`src/rtl/led_pkg.sv`:
```
// Shared constants for the LED pattern generator.
//   MODE_*    : encodings of the 2-bit mode input
//   DIR_*     : bounce direction flag values (left = towards the MSB)
package led_pkg;

  localparam logic [1:0] MODE_BLINK  = 2'b00;
  localparam logic [1:0] MODE_CHASE  = 2'b01;
  localparam logic [1:0] MODE_BOUNCE = 2'b10;
  localparam logic [1:0] MODE_COUNT  = 2'b11;

  localparam logic DIR_LEFT  = 1'b0;
  localparam logic DIR_RIGHT = 1'b1;

endpackage

```
`src/rtl/led_pattern_gen_tick_divider.sv`:
```
// tick_divider: prescaler that produces the pattern step strobe.
//   CLOCK_50 : system clock
//   RESET_N  : asynchronous active-low reset
//   run      : count enable (enable=1 and not paused)
//   clear    : synchronous clear of the counter, wins over run
//   speed    : registered speed select; period = PERIOD_CYCLES >> speed
//   step     : high during the cycle in which the counter sits on its terminal value while running
module tick_divider
  import led_pkg::*;
#(
  parameter int unsigned PERIOD_CYCLES = 25_000_000
)
(
  input  logic       CLOCK_50,
  input  logic       RESET_N,
  input  logic       run,
  input  logic       clear,
  input  logic [1:0] speed,
  output logic       step
);

  localparam int unsigned CNT_W = $clog2(PERIOD_CYCLES);

  logic [CNT_W-1:0] cnt_r;
  logic [CNT_W-1:0] term_s;
  logic             at_term_s;

  // terminal count for the selected speed and the resulting step strobe
  always_comb begin
    term_s    = CNT_W'((PERIOD_CYCLES >> speed) - 32'd1);
    at_term_s = (cnt_r == term_s);
    step      = run & at_term_s;
  end

  // prescaler counter: clear beats run, wraps to zero on the terminal count
  always_ff @(posedge CLOCK_50 or negedge RESET_N) begin
    if (!RESET_N) begin
      cnt_r <= {CNT_W{1'b0}};
    end else if (clear) begin
      cnt_r <= {CNT_W{1'b0}};
    end else if (run) begin
      if (at_term_s) begin
        cnt_r <= {CNT_W{1'b0}};
      end else begin
        cnt_r <= cnt_r + CNT_W'(1'b1);
      end
    end else begin
      cnt_r <= cnt_r;
    end
  end

endmodule

```
`src/rtl/led_pattern_gen.sv`:
```
// led_pattern_gen: LED pattern engine for the LEDG bank.
//   CLOCK_50 : system clock
//   RESET_N  : asynchronous active-low reset
//   enable   : 1 = run, 0 = LEDs dark and engine parked at its initial state
//   pause    : freeze prescaler and pattern (mode/speed changes still land)
//   mode     : 00 blink, 01 chase, 10 bounce, 11 binary count
//   speed    : step period = PERIOD_CYCLES >> speed
//   LEDG     : registered LED drive
//   tick     : registered one-cycle pulse alongside each pattern step
module led_pattern_gen
  import led_pkg::*;
#(
  parameter int unsigned PERIOD_CYCLES = 25_000_000,
  parameter int unsigned N_LEDS        = 8
)
(
  input  logic              CLOCK_50,
  input  logic              RESET_N,
  input  logic              enable,
  input  logic              pause,
  input  logic [1:0]        mode,
  input  logic [1:0]        speed,
  output logic [N_LEDS-1:0] LEDG,
  output logic              tick
);

  // starting vector for a mode: chase and bounce start with a single lit LED
  function automatic logic [N_LEDS-1:0] init_pattern(input logic [1:0] m);
    logic [N_LEDS-1:0] p;
    case (m)
      MODE_CHASE,
      MODE_BOUNCE: p = {{(N_LEDS-1){1'b0}}, 1'b1};
      default:     p = {N_LEDS{1'b0}};
    endcase
    return p;
  endfunction

  logic [1:0]        mode_q_r,  mode_q_nxt_s;
  logic [1:0]        speed_q_r, speed_q_nxt_s;
  logic [N_LEDS-1:0] led_r,     led_nxt_s;
  logic              dir_r,     dir_nxt_s;
  logic              tick_r,    tick_nxt_s;
  // idle_r marks that the engine was disabled and must reload on the next enabled edge
  logic              idle_r,    idle_nxt_s;

  logic [N_LEDS-1:0] adv_led_s;
  logic              adv_dir_s;
  logic              mode_chg_s;
  logic              speed_chg_s;
  logic              run_s;
  logic              clear_s;
  logic              step_s;

  // change detection and prescaler control
  always_comb begin
    mode_chg_s  = (mode  != mode_q_r);
    speed_chg_s = (speed != speed_q_r);
    run_s       = enable & ~pause;
    clear_s     = ~enable | mode_chg_s | speed_chg_s | idle_r;
  end

  tick_divider #(
    .PERIOD_CYCLES (PERIOD_CYCLES)
  ) u_tick_divider (
    .CLOCK_50 (CLOCK_50),
    .RESET_N  (RESET_N),
    .run      (run_s),
    .clear    (clear_s),
    .speed    (speed_q_r),
    .step     (step_s)
  );

  // one step of the active pattern, with the bounce direction it leaves behind
  always_comb begin
    adv_led_s = led_r;
    adv_dir_s = dir_r;
    case (mode_q_r)
      MODE_BLINK: adv_led_s = ~led_r;
      MODE_CHASE: adv_led_s = {led_r[N_LEDS-2:0], led_r[N_LEDS-1]};
      MODE_BOUNCE: begin
        // turn around as the lit bit lands on an end, so the end value shows once
        if (dir_r == DIR_LEFT) begin
          adv_led_s = led_r << 1'b1;
          adv_dir_s = led_r[N_LEDS-2] ? DIR_RIGHT : DIR_LEFT;
        end else begin
          adv_led_s = led_r >> 1'b1;
          adv_dir_s = led_r[1] ? DIR_LEFT : DIR_RIGHT;
        end
      end
      MODE_COUNT: adv_led_s = led_r + {{(N_LEDS-1){1'b0}}, 1'b1};
      default:    adv_led_s = led_r;
    endcase
  end

  // next-state selection: disable > mode change > speed change > reload > pause > step
  always_comb begin
    mode_q_nxt_s  = mode_q_r;
    speed_q_nxt_s = speed_q_r;
    led_nxt_s     = led_r;
    dir_nxt_s     = dir_r;
    tick_nxt_s    = 1'b0;
    idle_nxt_s    = idle_r;
    if (!enable) begin
      led_nxt_s  = {N_LEDS{1'b0}};
      dir_nxt_s  = DIR_LEFT;
      idle_nxt_s = 1'b1;
    end else if (mode_chg_s) begin
      mode_q_nxt_s = mode;
      led_nxt_s    = init_pattern(mode);
      dir_nxt_s    = DIR_LEFT;
      idle_nxt_s   = 1'b0;
    end else if (speed_chg_s) begin
      // a coincident step is dropped; LEDs keep their value
      speed_q_nxt_s = speed;
    end else if (idle_r) begin
      led_nxt_s  = init_pattern(mode_q_r);
      dir_nxt_s  = DIR_LEFT;
      idle_nxt_s = 1'b0;
    end else if (pause) begin
      led_nxt_s = led_r;
    end else if (step_s) begin
      led_nxt_s  = adv_led_s;
      dir_nxt_s  = adv_dir_s;
      tick_nxt_s = 1'b1;
    end else begin
      led_nxt_s = led_r;
    end
  end

  // engine and output registers
  always_ff @(posedge CLOCK_50 or negedge RESET_N) begin
    if (!RESET_N) begin
      mode_q_r  <= MODE_BLINK;
      speed_q_r <= 2'b00;
      led_r     <= {N_LEDS{1'b0}};
      dir_r     <= DIR_LEFT;
      tick_r    <= 1'b0;
      idle_r    <= 1'b0;
    end else begin
      mode_q_r  <= mode_q_nxt_s;
      speed_q_r <= speed_q_nxt_s;
      led_r     <= led_nxt_s;
      dir_r     <= dir_nxt_s;
      tick_r    <= tick_nxt_s;
      idle_r    <= idle_nxt_s;
    end
  end

  assign LEDG = led_r;
  assign tick = tick_r;

endmodule
```
`config.mk`:
```
export PLATFORM = sky130hd
export DESIGN_NAME = led_pattern_gen
export DESIGN_NICKNAME = d
export VERILOG_FILES = /design/src/rtl/led_pkg.sv /design/src/rtl/led_pattern_gen_tick_divider.sv /design/src/rtl/led_pattern_gen.sv
export SDC_FILE = /design/constraint.sdc
export NUM_CORES = 1
export LEC_CHECK = 0
export BUFFER_PORTS_ARGS = -buffer_cell sky130_fd_sc_hd__buf_2
export CAP_MARGIN = 20
export CORE_ASPECT_RATIO = 1.5
export CORE_MARGIN = 3
export CORE_UTILIZATION = 55
export CTS_BUF_LIST = sky130_fd_sc_hd__clkbuf_4
export DETAILED_ROUTE_END_ITERATION = 12
export PLACE_DENSITY = 0.83
export SYNTH_ARGS = -nofsm -noshare
export SYNTH_HDL_FRONTEND = slang
export SYNTH_HIERARCHICAL = 1
export SYNTH_SLANG_ARGS = --single-unit
```
`constraint.sdc`:
```
create_clock -name CLOCK_50 -period 3.14 [get_ports CLOCK_50]
set_clock_uncertainty 0.15 [all_clocks]
set_input_delay 0.314 -clock CLOCK_50 [delete_from_list [all_inputs] [get_ports CLOCK_50]]
set_output_delay 0.314 -clock CLOCK_50 [all_outputs]
set_load 0.05 [all_outputs]
```
# [Word level (Yosys, flattened, before mapping)]
# Cells that the tools add are included.
# W data, S select, Z words.
[word_totals] reg_bits=40 in_bits=8 out_inout_bits=9 word_cells=72
[op_classes] n_addsub=3 n_eq_ne=12 shift=1 mux=32 bitwise_logic=9 n_reduce_logical=8
[ops] cell="$mux W25" count=3
[ops] cell="$mux W8" count=7
[ops] cell="$pmux W8 S4" count=1
[ops] cell="$add A25 B1 Y25 const B" count=1
[ops] cell="$eq A25 B25 Y1" count=1
[ops] cell="$shr A25 B2 Y25 const A" count=1
[ops] cell="$sub A25 B1 Y25 const B" count=1
[ops] cell="$mux W1" count=21
[ops] cell="$add A8 B1 Y8 const B" count=1
[ops] cell="$ne A4 B1 Y1 const B" count=2
[ops] cell="$not A8 Y8" count=1
[ops] cell="$eq A2 B2 Y1 const B" count=3
[ops] cell="$reduce_and A3 Y1" count=2
[ops] cell="$eq A2 B1 Y1 const B" count=2
[ops] cell="$ne A2 B2 Y1" count=2
[ops] cell="$ne A4 B2 Y1 const B" count=1
[ops] cell="$reduce_and A4 Y1" count=1
[ops] cell="$reduce_or A2 Y1" count=2
[ops] cell="$ne A3 B3 Y1 const B" count=1
[ops] cell="$not A1 Y1" count=3
[ops] cell="$or A1 B1 Y1" count=3
[ops] cell="$and A1 B1 Y1" count=2
[ops] cell="$logic_not A2 Y1" count=1
[ops] cell="$reduce_and A2 Y1" count=1
[ops] cell="$reduce_bool A2 Y1" count=1

# [Longest topological paths before layout]
# Gate-level depths: netlist of run 1.
[depth] depth_word=10 ltp_mapped=13 mapped_depth_nobuf=11

# [Cells and area by module]
# The synthesis of run 1 kept the hierarchy.
[modules_own_cells] module="tick_divider" n_inst=1 cells_per_inst=231 area_each_um2=1919.3 seq_area_each_um2=625.6
[modules_own_cells] module="led_pattern_gen" n_inst=1 cells_per_inst=120 area_each_um2=1112.3 seq_area_each_um2=375.4

# [Worst setup path after synthesis of run 1]
# No wires, ideal clock.
[synth_path] path_kind="reg-to-reg" startpoint="register speed_q_r[1]" endpoint="register led_r[3] (netlist: LEDG[3])" setup_ns=0.110 arrival_time_ns=2.400 t_required_ns=2.880 setup_slack_ns=0.480 path_stages_with_launch=13 n_path_buf=2 synth_period_minus_slack_ns=2.660 path_cell_list="dfrtp_1 > buf_6 > nor2b_1 > a221o_1 > o21ai_2 > nand4_4 > nor2_4 > and2_1 > nor2b_1 > or2_2 > a21oi_2 > buf_6 > o41ai_1"
[synth_between] elab_chain_cells=6 elab_cells_between_ends=8 cone_classes="add/sub (1); eq/ne (4); shift (1); bitwise (1); reduce/logical (1)"
[synth_rtl] element="start: declaration" line="led_pattern_gen.sv:39" rtl="logic [1:0] speed_q_r, speed_q_nxt_s;"
[synth_rtl] element="start signal: assignment" line="led_pattern_gen.sv:141" rtl="speed_q_r <= speed_q_nxt_s;"
[synth_rtl] element="$shr A25 B2 Y25" line="led_pattern_gen_tick_divider.sv:30" rtl="term_s = CNT_W'((PERIOD_CYCLES >> speed) - 32'd1);"
[synth_rtl] element="$sub A25 B1 Y25" line="led_pattern_gen_tick_divider.sv:30"
[synth_rtl] element="$eq A25 B25 Y1" line="led_pattern_gen_tick_divider.sv:31" rtl="at_term_s = (cnt_r == term_s);"
[synth_rtl] element="$and A1 B1 Y1" line="led_pattern_gen_tick_divider.sv:32" rtl="step = run & at_term_s;"
[synth_rtl] element="named net step_s" line="led_pattern_gen.sv:52" rtl="logic step_s;"
[synth_rtl] element="$ne A4 B1 Y1 (no line)"
[synth_rtl] element="$reduce_and A3 Y1 (no line)"
[synth_rtl] element="end signal: assignment" line="led_pattern_gen.sv:135" rtl="led_r <= {N_LEDS{1'b0}};"
[synth_rtl] element="end signal: assignment" line="led_pattern_gen.sv:142" rtl="led_r <= led_nxt_s;"
[synth_rtl] element="end: declaration" line="led_pattern_gen.sv:40" rtl="logic [N_LEDS-1:0] led_r, led_nxt_s;"
# The timed path passes the listed nets, and every way through them passes these cells.
# A chain may end at the register's enable or synchronous reset.

# [Final worst setup path of run 1]
# Ends and elaborated chain as after synthesis.

==> metrics, run 1 <==
row count=32; worst-skew pair later-pin latency=0.36 ns; number of global-route vias before repair=about 2800; DR WL/cell=18.5 um; CTS buffer count=5; synth top area cells=dfrtp_1 33%, nand2_1 5.6%, nand3_1 4.1%; Initial Util=57.8%; Critical Path End Type=flop; Seq cells post-synth=40; Final WS setup=between 0.2 and 0.3 ns; slew at the pin with the worst max-slew slack=a little over 0.9 ns; DR pass1 iterations=5; initial antenna violation count=0; combinational share of power=around a fifth; Final min period=approximately 2.9 ns; max-cap violation count=0; DR DRC count=0; unrepaired setup endpoints after global routing=false; Critical Path RT=approximately 3.2 ns; main flop type after synthesis=dfrtp_1; detailed placement HPWL=about 5.6 mm; power per cell area=between 300 and 400 nW/um^2; Final Util=just over 60%; Routed Antenna Nets=0; Post-Syn Nets=about 370; CTS tree=yes; cell-internal power=774 uW; number of synthesized flops with an enable pin=0; fin crit share=90.9%; IO buf count=16; via count=2876; post-synth top area share=33.0%; Clock transition at path regs=approximately 0.12 ns; Fmax=0.350 GHz; Clock Path Buffers=2; clock network power share=29.9%; die width=approximately 67 um; largest area contributor in the netlist=dfrtp_1; Vias per Instance=between 6 and 7; IO Count=17; Inserted Diodes=0; Mapped Cells=between 300 and 400; switch share=31.6%; RD Place Congestion=slightly above 0.9; DR iter-0 viols=around 220; CP Max Fanout=13; Overall Global Routing Usage=approximately 26%; Seq/Total Area, Yosys=between 30% and 40%; first-pass GRT wire length=13.2 mm; # clock sinks=40; Die Ht=96.9 um; most instantiated library cell after synthesis=nand2_1; core area=between 5000 and 6000 sq um; DIE AREA=~6500 sq um; grt ovf=0; Commonest cells post-synth=45 x nand2_1, 40 x dfrtp_1, 25 x nand3_1; syn_area_per_cell=8.64 sq um; share of cells above drive strength 1=between 15 and 20%; post-route setup TNS=0 ns; critical path type=flop to flop; Fin. Hold Viols=0; H-tree lvl count=2; final wirelength=7.93 mm; status=finished, final reports clean; synthesized area=just over 3000 sq um; Synth cell types=about 70; Hold Worst Slack=0.0621 ns; Switching Power=around 360 uW; root buf cell=clkbuf_4; Worst setup SP type=flop; area growth from synthesis to layout=5.82%; Final Net Count=373; Synthesis Warnings=6; PnR Total Power=1.13 mW; asr flop ratio synth=100%; Hold Path Class=input port to flop; Rel. slew slack=just under 40%; leak pwr=between 1 and 1.5 nW; pin count of the biggest net entering global routing=between 40 and 50; worst vdd ir=215 uV; Reg power frac=between 50% and 60%; # setup viols final=0; Setup Slack @ Placement=roughly 0.23 ns; Crit path arrival time=a little under 3 ns; Max Slew Vio Count=0
cells in the final DEF, fill, tap and decap left out, types with 5 or more instances in the layout:
cell type	instances
nand2_1	45
dfrtp_1	39
nand3_1	25
nand4_1	18
nor2_1	17
buf_2	16
a21oi_1	12
o21ai_0	11
nor2b_1	10
xnor2_1	9
buf_4	9
o211ai_1	8
a31oi_1	8
and2_1	6
o31ai_1	6
ha_1	6
nand2b_1	6
inv_1	5
clkbuf_4	5
nor3_1	5
or3_1	5
timing repair:
item | 4_1_cts | 5_1_grt
endpoints found under the setup margin | 0 | 7
endpoints found under the hold margin | 40 | 0
buffers inserted | 0 | 0
hold buffers | 1 | 0
gates resized for setup | 0 | 2
layer usage:
layer | GRT usage (%) | up-vias | wire [um] | share of wire (%)
met3 | 5.34 | 30 | 390 | 4.9
li1 | - | 1340 | - | -
met4 | 13.6 | 0 | 284 | 3.6
met2 | 43.7 | 131 | 4270 | 54
met5 | 0 | - | 0 | 0
met1 | 29.7 | 1375 | 2990 | 38
path summary, 6_finish.rpt:
path | from | endpoint | slack [ns] | cells past startpoint
max | speed_q_r[1] | LEDG[3] | 0.29 | 10
min | enable | idle_r | 0.06 | 2
max reg2reg | speed_q_r[1] | LEDG[3] | 0.29 | 10
min reg2reg | idle_r | LEDG[3] | 0.38 | 1
max in group asynchronous | RESET_N | speed_q_r[0] | 1.74 | 2
min in group asynchronous | RESET_N | mode_q_r[0] | 0.48 | 2
power by group through the flow:
stage	clock network [mW]	registers [mW]	logic (mW)
after detailed placement	0	0.587	0.206
after CTS	0.343	0.577	0.208
final	0.338	0.580	0.213
after global placement	0	0.585	0.200
after global routing	0.366	0.585	0.235
after floorplan	0	0.574	0.174
sequential cells by signal (all words and copies together) (netlist names):
name	flops
u_tick_divider/cnt_r	25
LEDG	8
mode_q_r	2
speed_q_r	2
dir_r	1
idle_r	1
tick	1
critical path, stage by stage (launching register included):
cell and delay [ns]:
dfrtp_1 0.53, nor2b_1 0.22, a221o_1 0.34, o21ai_2 0.16, nand4_4 0.14, nor2_4 0.25
and2_1 0.17, nor2b_1 0.14, or2_2 0.16, a21oi_4 0.11, o41ai_1 0.37
cell type report:
cell class,count,area [sq um]
fill,455,2040
multi-input combinational,280,1870
sequential,40,1000
timing repair buffer,26,158
tap,68,85.1
clock buffer,5,37.5
clock inverter,3,37.5
inverter,6,22.5
metrics by stage:
| step | std cells | cell area [sq um] |
|---|---|---|
| 2_1_floorplan | 351 | 3030 |
| 3_3_place_gp | 419 | 3110 |
| 3_5_place_dp | 419 | 3110 |
| 4_1_cts | 428 | 3200 |
| 5_1_grt | 428 | 3210 |
| 6_report | 428 | 3210 |
cell families after synthesis:
family                   synth area share [%]
XOR/XNOR                                 3.76
AO/OA/AOI/OAI                            20.7
AND/OR/NAND/NOR                          32.5
multiplexers                             1.82
flip-flops                               33.0
adder cells (fa/ha/maj)                  2.48
buffers and inverters                    5.70
Power figures use the tool's default switching activity.
==> run 2: changes to the inputs <==
--- a/config.mk
+++ b/config.mk
@@ -9,10 +9,11 @@
 export CAP_MARGIN = 20
 export CORE_ASPECT_RATIO = 1.5
 export CORE_MARGIN = 3
-export CORE_UTILIZATION = 55
+export CORE_UTILIZATION = 64
 export CTS_BUF_LIST = sky130_fd_sc_hd__clkbuf_4
 export DETAILED_ROUTE_END_ITERATION = 12
-export PLACE_DENSITY = 0.83
+export GPL_TIMING_DRIVEN = 0
+export PLACE_DENSITY = 0.93
 export SYNTH_ARGS = -nofsm -noshare
 export SYNTH_HDL_FRONTEND = slang
 export SYNTH_HIERARCHICAL = 1
==> metrics, run 2 (synthesis results as in run 1) <==
status=finished, final reports clean; power per cell area=329 nW/um^2 (-6.7%); max reg flops=25 (unchanged); Final Util=71.9% (+11 points); Reg with most FFs=u_tick_divider/cnt_r; IO buf count=15 (-1); DR iter-0 viols=335 (+52%); RD Place Congestion=0.980 (+6.9%); commonest non-fill, non-tap cell in the layout=nand2_1; DR pass1 iterations=6 (+1); Clock transition at path regs=0.12 ns (about the same); critical path type=flop to flop; pin count of the biggest net entering global routing=41 (unchanged); leak pwr=1.28 nW (+4.2%); final wirelength=8.11 mm (+2.2%); area growth from synthesis to layout=7.76%; Vias per Instance=6.85 (+1.9%); root buf cell=clkbuf_4; fin crit share=94.1% (+3.2 points); Final min period=2.95 ns (+0.0997 ns); Overall Global Routing Usage=29.8% (+4.0 points); fin cells=440 (+2.8%); CTS buffer count=5 (unchanged); Critical Path RT=3.24 ns (about the same); Top Layer Used=met4; Critical Path End Type=flop; Final WS setup=0.186 ns (-0.0997 ns); initial antenna violation count=0 (unchanged); detailed placement HPWL=5.62 mm (about the same); wl on met1=2.90 mm (-3.0%); share of cells above drive strength 1=18.6% (+2.0 points); Initial Util=66.7% (+8.9 points); Setup Slack @ Placement=0.0610 ns (-0.170 ns); Hold Worst Slack=0.0640 ns (+0.00185 ns); Met3 Wirelength=640 um (+64%); Max Slew Vio Count=0 (unchanged); Fin. Hold Viols=0 (unchanged); Routed Antenna Nets=0 (unchanged); die width=62.2 um (-6.6%); DR DRC count=0 (unchanged); H-tree lvl count=2 (unchanged); Crit path arrival time=3.06 ns (+0.12 ns); grt ovf=0 (unchanged); Inserted Diodes=0 (unchanged); number of global-route vias before repair=2835 (+0.43%); # setup viols final=0 (unchanged); Worst setup SP type=flop; Die Ht=90.3 um (-6.8%); via count=3013 (+4.8%); Hold Path Class=input port to flop; Fmax=0.339 GHz (-3.4%); # clock sinks=40 (unchanged); Final Cell Area=3270 sq um (+1.8%); met2 routed wirelength=4.18 mm (-2.1%); Post-Place Cell Area=3190 sq um (+2.3%); commonest cells after routing, fill and taps aside=45 x nand2_1, 40 x dfrtp_1, 25 x nand3_1; CTS tree=yes; slew at the pin with the worst max-slew slack=0.946 ns (+0.0308 ns); IO Count=17 (unchanged); Final Net Count=390 (+4.6%); max-cap violation count=0 (unchanged); first-pass GRT wire length=13.8 mm (+3.9%); Filler cells=333 (-27%); worst vdd ir=277 uV (+29%); CP Max Fanout=10 (-3); Rel. slew slack=36.9% (-2.1 points); Clock Path Buffers=2 (unchanged); DR WL/cell=18.4 um (-0.54%); row count=30 (-6.3%); core area=4540 sq um (-13%); DP Cell Count=430 (+2.6%); DIE AREA=5620 sq um (-13%); worst-skew pair later-pin latency=0.36 ns (about the same)
## run 2: cell count changes in the layout (fill, tap and decap cells not counted), moves of 2 or more
cell	before	now
buf_4	9	7
buf_2	16	21
clkbuf_1	0	8
clkbuf_2	0	2
buf_6	0	4
clkinv_1	2	0
## run 2: power breakdown
group	leakage, nW	total [mW]	switching [mW]	internal [mW]
combinational	0.703	0.257	0.163	0.0938
sequential	0.547	0.558	0.0268	0.531
clock	0.0315	0.260	0.168	0.0912
## run 2: area by class of cell
class	count	area [sq um]	area share, %
plain buffers	25	153	4.67
clock inverters	1	5.00	0.153
clock buffers	6	45.0	1.38
multi-input cells	280	1860	57.0
repair buffers	18	100	3.06
well taps	64	80.1	2.45
flip-flops and latches	40	1000	30.6
inverters	6	22.5	0.689
## run 2: final timing paths
| path | startpoint | to | slack [ns] | cells past startpoint |
|---|---|---|---|---|
| setup reg to reg | speed_q_r[1] | LEDG[3] | 0.19 | 12 |
| min in group asynchronous | RESET_N | u_tick_divider/cnt_r[4] | 0.49 | 2 |
| hold / removal | mode[1] | mode_q_r[1] | 0.06 | 3 |
| max in group asynchronous | RESET_N | u_tick_divider/cnt_r[14] | 1.77 | 2 |
| hold reg to reg | u_tick_divider/cnt_r[1] | u_tick_divider/cnt_r[1] | 0.38 | 2 |
| setup / recovery | speed_q_r[1] | LEDG[3] | 0.19 | 12 |
## run 2: worst max-delay path, stage by stage (launching register included)
cell	delay, ns
dfrtp_1	0.44
buf_6	0.16
nor2b_1	0.16
a221o_1	0.34
o21ai_2	0.16
nand4_4	0.23
nor2_4	0.17
and2_1	0.13
nor2b_1	0.16
or2_2	0.16
a21oi_2	0.08
buf_6	0.17
o41ai_1	0.33
## run 2: per-layer routing
layer	GRT usage, %	vias up
met4	14.0	0
met5	0	-
met3	3.49	43
met1	35.5	1400
met2	53.1	201
li1	-	1369
## run 2: stage by stage
step | TNS [ns] | power [mW]
global route | -0.00447 | 1.12
floorplan | 0 | 0.748
finish | 0 | 1.07
detailed placement | 0 | 0.816
global placement | 0 | 0.807
CTS | 0 | 1.07
## run 2: what timing repair did
action | in CTS | in global routing
hold buffers | 1 | 0
setup buffers | 0 | 2
setup endpoints to repair | 0 | 17
hold endpoints to repair | 40 | 0
resized for setup | 0 | 4
